File: config.mk
export PLATFORM = sky130hd
export DESIGN_NAME = ttt_move_gen
export DESIGN_NICKNAME = d
export VERILOG_FILES = /design/src/rtl/ttt_pkg.sv /design/src/rtl/ttt_line_eval.sv /design/src/rtl/ttt_move_gen.sv
export SDC_FILE = /design/constraint.sdc
export NUM_CORES = 1
export LEC_CHECK = 0
export CORE_MARGIN = 3
export CORE_UTILIZATION = 25
export CTS_BUF_LIST = sky130_fd_sc_hd__clkbuf_8 sky130_fd_sc_hd__clkbuf_16
export CTS_CLUSTER_DIAMETER = 120
export CTS_CLUSTER_SIZE = 8
export DETAILED_ROUTE_END_ITERATION = 7
export PLACE_DENSITY = 0.41
export RECOVER_POWER = 25
export SYNTH_ARGS = -nofsm -noshare
export SYNTH_HDL_FRONTEND = slang
export SYNTH_SLANG_ARGS = --single-unit
export TNS_END_PERCENT = 5
File: constraint.sdc
create_clock -name clk -period 3.8 [get_ports clk]
set_input_delay 0.57 -clock clk [delete_from_list [all_inputs] [get_ports clk]]
set_output_delay 0.57 -clock clk [all_outputs]
set_load 0.05 [all_outputs]
File: src/rtl/ttt_pkg.sv
// ttt_pkg: shared definitions for the tic-tac-toe move generator.
//   - cell codes (EMPTY / X_MARK / O_MARK / BOTH_MARK) and winner codes
//   - LINE_TABLE: the 8 winning lines, three 1-based cell numbers per line
//   - state_t: move generator FSM states
//   - corner/edge search orders (fixed, and the rings rotated when the
//     MOVE_GEN_LFSR_EN build option is enabled in ttt_move_gen)
//   - firstEmpty(): first empty cell of a 4-entry search order
package ttt_pkg;

    localparam logic [1:0] EMPTY     = 2'b00;
    localparam logic [1:0] X_MARK    = 2'b01;
    localparam logic [1:0] O_MARK    = 2'b10;
    localparam logic [1:0] BOTH_MARK = 2'b11;

    localparam logic [1:0] WIN_NONE = 2'b00;
    localparam logic [1:0] WIN_X    = 2'b01;
    localparam logic [1:0] WIN_O    = 2'b10;
    localparam logic [1:0] WIN_DRAW = 2'b11;

    // Entry [i] = {cellA, cellB, cellC}; cellA sits in bits [11:8].
    localparam logic [7:0][11:0] LINE_TABLE = {
        {4'd3, 4'd5, 4'd7},   // 7
        {4'd1, 4'd5, 4'd9},   // 6
        {4'd3, 4'd6, 4'd9},   // 5
        {4'd2, 4'd5, 4'd8},   // 4
        {4'd1, 4'd4, 4'd7},   // 3
        {4'd7, 4'd8, 4'd9},   // 2
        {4'd4, 4'd5, 4'd6},   // 1
        {4'd1, 4'd2, 4'd3}    // 0
    };

    typedef enum logic [2:0] {
        IDLE   = 3'd0,
        WIN    = 3'd1,
        BLOCK  = 3'd2,
        CENTER = 3'd3,
        CORNER = 3'd4,
        EDGE   = 3'd5,
        EMIT   = 3'd6,
        REJECT = 3'd7
    } state_t;

    // Search orders, element [0] is tried first.
    localparam logic [3:0][3:0] CORNER_ORDER = {4'd9, 4'd7, 4'd3, 4'd1};
    localparam logic [3:0][3:0] EDGE_ORDER   = {4'd8, 4'd6, 4'd4, 4'd2};
    // Rings walked clockwise, rotated by the random offset when enabled.
    localparam logic [3:0][3:0] CORNER_RING  = {4'd7, 4'd9, 4'd3, 4'd1};
    localparam logic [3:0][3:0] EDGE_RING    = {4'd4, 4'd8, 4'd6, 4'd2};

    // Returns {found, cell}; lowest order position wins.
    function automatic logic [4:0] firstEmpty(input logic [9:1][1:0] b,
                                              input logic [3:0][3:0] order);
        logic [4:0] pick;
        pick = 5'd0;
        for (int k = 3; k >= 0; k--) begin
            if (b[order[k]] == EMPTY) pick = {1'b1, order[k]};
        end
        return pick;
    endfunction

endpackage

File: src/rtl/ttt_line_eval.sv
// ttt_line_eval: combinational test of one board line for a given mark.
// Ports:
//   cellA/cellB/cellC  in   cell codes of the line, in line-table order
//   mark               in   mark being looked for
//   hit                out  exactly two cells equal mark and the third is EMPTY
//   offset             out  position of the empty cell (0=A, 1=B, 2=C); 0 when no hit
// BOTH_MARK counts as occupied and never equals a player mark.
module ttt_line_eval
    import ttt_pkg::*;
(
    input  logic [1:0] cellA,
    input  logic [1:0] cellB,
    input  logic [1:0] cellC,
    input  logic [1:0] mark,
    output logic       hit,
    output logic [1:0] offset
);

    always_comb begin
        hit    = 1'b0;
        offset = 2'd0;
        if (cellA == mark && cellB == mark && cellC == EMPTY) begin
            hit    = 1'b1;
            offset = 2'd2;
        end else if (cellA == mark && cellC == mark && cellB == EMPTY) begin
            hit    = 1'b1;
            offset = 2'd1;
        end else if (cellB == mark && cellC == mark && cellA == EMPTY) begin
            hit    = 1'b1;
            offset = 2'd0;
        end
    end

endmodule

File: src/rtl/ttt_move_gen.sv
// ttt_move_gen: automatic opponent. On req (sampled in IDLE) it captures the
// board and picks a move by priority win > block > centre > corner > edge,
// scanning one line per clock.
// Ports:
//   clk, reset         rising-edge clock, async active-high reset
//   req                one-cycle request, only looked at in IDLE
//   pos1..pos9         live board cells (00 empty, 01 X, 10 O, 11 occupied)
//   gameWinner         00 none, 01 X, 10 O, 11 draw
//   move_pos           chosen cell 1..9, holds between moves
//   move_valid         one-cycle pulse: move_pos carries a new move
//   no_move            one-cycle pulse: request rejected (game over / full)
//   busy               high whenever the FSM is not IDLE
//   dbgState           current FSM state
// Handshake: each accepted req produces exactly one move_valid or no_move
// pulse (never both); req seen while busy is dropped, not queued; a reset
// mid-scan aborts silently.
// Build option: MOVE_GEN_LFSR_EN randomises corner/edge order with an 8-bit
// LFSR rotation latched when the request is accepted.
module ttt_move_gen
    import ttt_pkg::*;
#(
    parameter logic [1:0] OWN_MARK = O_MARK,
    parameter logic [1:0] OPP_MARK = X_MARK
) (
    input  logic       clk,
    input  logic       reset,
    input  logic       req,
    input  logic [1:0] pos1,
    input  logic [1:0] pos2,
    input  logic [1:0] pos3,
    input  logic [1:0] pos4,
    input  logic [1:0] pos5,
    input  logic [1:0] pos6,
    input  logic [1:0] pos7,
    input  logic [1:0] pos8,
    input  logic [1:0] pos9,
    input  logic [1:0] gameWinner,
    output logic [3:0] move_pos,
    output logic       move_valid,
    output logic       no_move,
    output logic       busy,
    output logic [2:0] dbgState
);

    state_t           state, stateNext;
    logic [2:0]       idx, idxNext;
    logic [3:0]       posNext;
    logic             capture;
    logic [9:1][1:0]  board, liveBoard;
    logic             boardFull;
    logic [11:0]      lineCells;
    logic [1:0]       scanMark, hitOffset;
    logic             lineHit;
    logic [3:0]       hitCell;
    logic [3:0][3:0]  cornerOrder, edgeOrder;
    logic [4:0]       cornerPick, edgePick;

    assign liveBoard = {pos9, pos8, pos7, pos6, pos5, pos4, pos3, pos2, pos1};

    always_comb begin
        boardFull = 1'b1;
        for (int i = 1; i <= 9; i++) begin
            if (liveBoard[i] == EMPTY) boardFull = 1'b0;
        end
    end

    // One evaluator shared by WIN and BLOCK; the mark flips with the state.
    assign lineCells = LINE_TABLE[idx];
    assign scanMark  = (state == BLOCK) ? OPP_MARK : OWN_MARK;

    ttt_line_eval uLineEval (
        .cellA  (board[lineCells[11:8]]),
        .cellB  (board[lineCells[7:4]]),
        .cellC  (board[lineCells[3:0]]),
        .mark   (scanMark),
        .hit    (lineHit),
        .offset (hitOffset)
    );

    always_comb begin
        case (hitOffset)
            2'd0:    hitCell = lineCells[11:8];
            2'd1:    hitCell = lineCells[7:4];
            default: hitCell = lineCells[3:0];
        endcase
    end

`ifdef MOVE_GEN_LFSR_EN
    logic [7:0] lfsr;
    logic [1:0] rot;

    // Fibonacci LFSR, taps 8,6,5,4; free-running so the rotation depends on
    // when the request arrives.
    always_ff @(posedge clk or posedge reset) begin
        if (reset) begin
            lfsr <= 8'h01;
            rot  <= 2'd0;
        end else begin
            lfsr <= {lfsr[6:0], lfsr[7] ^ lfsr[5] ^ lfsr[4] ^ lfsr[3]};
            if (capture) rot <= lfsr[1:0];
        end
    end

    always_comb begin
        cornerOrder = CORNER_RING;
        edgeOrder   = EDGE_RING;
        for (int k = 0; k < 4; k++) begin
            cornerOrder[k] = CORNER_RING[2'(k) + rot];
            edgeOrder[k]   = EDGE_RING[2'(k) + rot];
        end
    end
`else
    assign cornerOrder = CORNER_ORDER;
    assign edgeOrder   = EDGE_ORDER;
`endif

    assign cornerPick = firstEmpty(board, cornerOrder);
    assign edgePick   = firstEmpty(board, edgeOrder);

    always_comb begin
        stateNext = state;
        idxNext   = idx;
        posNext   = move_pos;
        capture   = 1'b0;
        case (state)
            IDLE: begin
                if (req) begin
                    if (gameWinner != WIN_NONE || boardFull) begin
                        stateNext = REJECT;
                    end else begin
                        capture   = 1'b1;
                        idxNext   = 3'd0;
                        stateNext = WIN;
                    end
                end
            end
            WIN, BLOCK: begin
                if (lineHit) begin
                    posNext   = hitCell;
                    stateNext = EMIT;
                end else if (idx == 3'd7) begin
                    idxNext   = 3'd0;
                    stateNext = (state == WIN) ? BLOCK : CENTER;
                end else begin
                    idxNext = idx + 3'd1;
                end
            end
            CENTER: begin
                if (board[5] == EMPTY) begin
                    posNext   = 4'd5;
                    stateNext = EMIT;
                end else begin
                    stateNext = CORNER;
                end
            end
            CORNER: begin
                if (cornerPick[4]) begin
                    posNext   = cornerPick[3:0];
                    stateNext = EMIT;
                end else begin
                    stateNext = EDGE;
                end
            end
            EDGE: begin
                // A full board never gets here, so an edge is always free.
                if (edgePick[4]) posNext = edgePick[3:0];
                stateNext = EMIT;
            end
            EMIT:    stateNext = IDLE;
            REJECT:  stateNext = IDLE;
            default: stateNext = IDLE;
        endcase
    end

    always_ff @(posedge clk or posedge reset) begin
        if (reset) begin
            state    <= IDLE;
            idx      <= 3'd0;
            move_pos <= 4'd0;
            board    <= '0;
        end else begin
            state    <= stateNext;
            idx      <= idxNext;
            move_pos <= posNext;
            if (capture) board <= liveBoard;
        end
    end

    assign move_valid = (state == EMIT);
    assign no_move    = (state == REJECT);
    assign busy       = (state != IDLE);
    assign dbgState   = state;

endmodule

==> impl_metrics.json <==
{
  "hpwlAfterDp_um": 6420,
  "cap_violations": 1,
  "die_y_um": 107,
  "clk_latency_ps": 280,
  "antenna_found_initial": 0,
  "dieArea_um2": 11500,
  "ys_top_cells_by_area": "dfrtp_1 (27%), mux2_2 (9.6%), ha_1 (3.9%)",
  "grt_start_max_net_pins": 29,
  "cts_sinks": 28,
  "syn_nets": 312,
  "synth_top_area_share_pct": 27.3,
  "worstHoldStart": "move_pos[3]",
  "synth_area_um2": 2570,
  "crit_type": "reg2reg",
  "nFillCells": 1047,
  "h-tree-depth": 1,
  "slew_headroom_pct": -6.10,
  "path_max_fanout": 7,
  "p_total_mw": 3.21,
  "yosysSeqAreaShare_pct": 27.3,
  "synth_edf_count": 0,
  "cp_data_arrival_time_ps": 3790,
  "grt_pass1_vias": 2495,
  "peakVddDrop_v": 0.000377,
  "drive_above_1_share_pct": 18.9,
  "grt_setup_unrepaired": "no",
  "track_usage_pct": 14.6,
  "routed_wl_um": 8270,
  "drt_first_pass_iters": 4,
  "drv_slew": 29,
  "gp_congestion": 0.833,
  "port_buffers": 32,
  "drt-vias-per-instance": 5.43,
  "crit_slowest_cell": "or4_1",
  "final_cells": 451,
  "yosysMostFrequentCell": "dfrtp_1",
  "min_period_ps": 3610,
  "regArea_um2": 701,
  "p_leak_nw": 1.24,
  "grt_first_pass_wirelength_um": 13400,
  "end_kind": "flip-flop",
  "powerDensity_nw_per_um2": 1020,
  "critPathLaunch": "idx[0]",
  "layout.nets": 350,
  "cts_made_buffers": 3,
  "yosysWarnings": 0,
  "cts_root_buf": "clkbuf_8",
  "violations": "capacitance limit, slew limit",
  "dieWidth_um": 107,
  "ios": 33,
  "synth_commonest_cells": "dfrtp_1 (28), nand2_1 (23), mux2_2 (22)",
  "yosysTopAreaCell": "dfrtp_1",
  "crit_chain": "inv_1, ha_1, mux2i_4, buf_4, mux2_4, o21ai_1, o211a_2, or4_4, a21oi_1, or4_1, o22ai_2, a21oi_1, o31a_1",
  "clk_pin_slew_worst_paths_ps": 100,
  "synth_cell_types": 72,
  "drt_iter0_drc": 122,
  "dp.cells": 445,
  "area_delta_synth_final_pct": 22.3,
  "start_util_pct": 26.1,
  "rows": 36,
  "holdCritPathClass": "reg2reg",
  "core_um2": 9860,
  "cp.required_ps": 3980,
  "fmax_mhz": 277,
  "setup_viol": 0,
  "setup-tns-final_ps": 0,
  "timing.rr.start": "idx[0]",
  "ys.flop_type": "dfrtp_1",
  "worst_slew_pin_slew_ps": 1590,
  "syn_avg_cell_area_um2": 9.15,
  "synth_seq_cells": 28,
  "ant_nets": 0,
  "outcome": "finished with violations",
  "slowest_delay_ps": 530,
  "setup.worst_path.start_class": "flip-flop",
  "synth-async-reset-ratio_pct": 100,
  "cp_common_cell": "a21oi_1",
  "grt_overflow_total": 0,
  "diodes": 0,
  "multiInputGateArea_um2": 1760,
  "period_share_pct": 94.9,
  "wl_per_cell_um": 18.3,
  "skew_ps": 2.14,
  "final_hold_viol_count": 0,
  "syn_inst": 281,
  "vias": 2447,
  "drcViolationCount": 0,
  "cts_tree": "built",
  "clk_path_buf_depth": 2
}
==> final cells by class <==
cell class / instances / area share (%)
Clock buffer: 3 / 1.31
Clock inverter: 1 / 0.955
Inverter: 7 / 0.835
Multi-Input combinational cell: 233 / 55.9
Sequential cell: 28 / 22.3
Tap cell: 133 / 5.29
Timing Repair Buffer: 46 / 13.4
==> report_power, final <==
part           internal [mW]  switching [mW]
logic                  0.971            1.29
clock network          0.141           0.102
registers              0.433           0.268
total                   1.55            1.66
==> kinds of logic (layout without fill, tap and decap cells) <==
group,count (synthesis),after routing,share of synthesized area [%]
compound gates,77,77,22.1
xor+xnor,2,2,0.681
fa+ha+maj,8,8,3.89
buf+inv,20,57,4.53
flops,28,28,27.3
mux,35,35,15.7
simple gates,111,111,25.8
==> critical path: cells and delay by family (launching register included) <==
kind | cells | cell delay, ps
buf+inv | 2 | 400
flops | 1 | 440
simple gates | 2 | 720
mux | 2 | 460
compound gates | 6 | 1070
fa+ha+maj | 1 | 420
==> per-layer routing <==
layer | vias up | wire (um) | GRT usage [%]
met2 | 95 | 3800 | 24.1
met4 | 0 | 187 | 4.24
li1 | 1158 | - | -
met5 | - | 0 | 0
met3 | 16 | 404 | 1.38
met1 | 1178 | 3880 | 20.4
==> stage by stage <==
stage               hold WS [ps]  setup WS, ps  cell area [um2]  utilization, %
floorplan                    522           478             2570               -
global placement             465           135             3060            31.0
detailed placement           467           204             3060            31.0
CTS                          492           162             3130            31.7
global route                 518          2.37             3150            31.9
finish                       487           193             3150            31.9
==> final timing paths <==
check | end | slack [ps] | depth (start not counted)
min | move_pos[3] | 490 | 1
max in group asynchronous | board[2] | 1610 | 3
max | move_pos[0] | 190 | 13
max reg2reg | move_pos[0] | 190 | 13
min reg2reg | move_pos[3] | 490 | 1
min in group asynchronous | dbgState[0] | 1260 | 3
==> cells in the final DEF (no fill, tap or decap), types with 5 or more instances in the layout <==
cell type and n:
clkdlybuf4s50_1 31, dfrtp_1 28, nand2_1 23, mux2_2 22, nor2_1 20, a21oi_1 14
buf_4 13, o21ai_0 11, nor3_1 10, mux2i_1 9, nand3_1 8, o22ai_1 7
inv_1 6, ha_1 6, nor2b_1 5, nand2b_1 5, o21ai_1 5, and3_1 5
nor4_1 5
==> state kept, by name, summed over array words and instances (netlist names) <==
name,count
idx,3
dbgState,3
move_pos,4
board,18
==> repair_timing <==
action                     4_1_cts  5_1_grt
resized for setup                0        3
hold buffers                     0        0
buffers inserted                 0        2
setup endpoints to repair        0        8
Power figures use the tool's default switching activity.
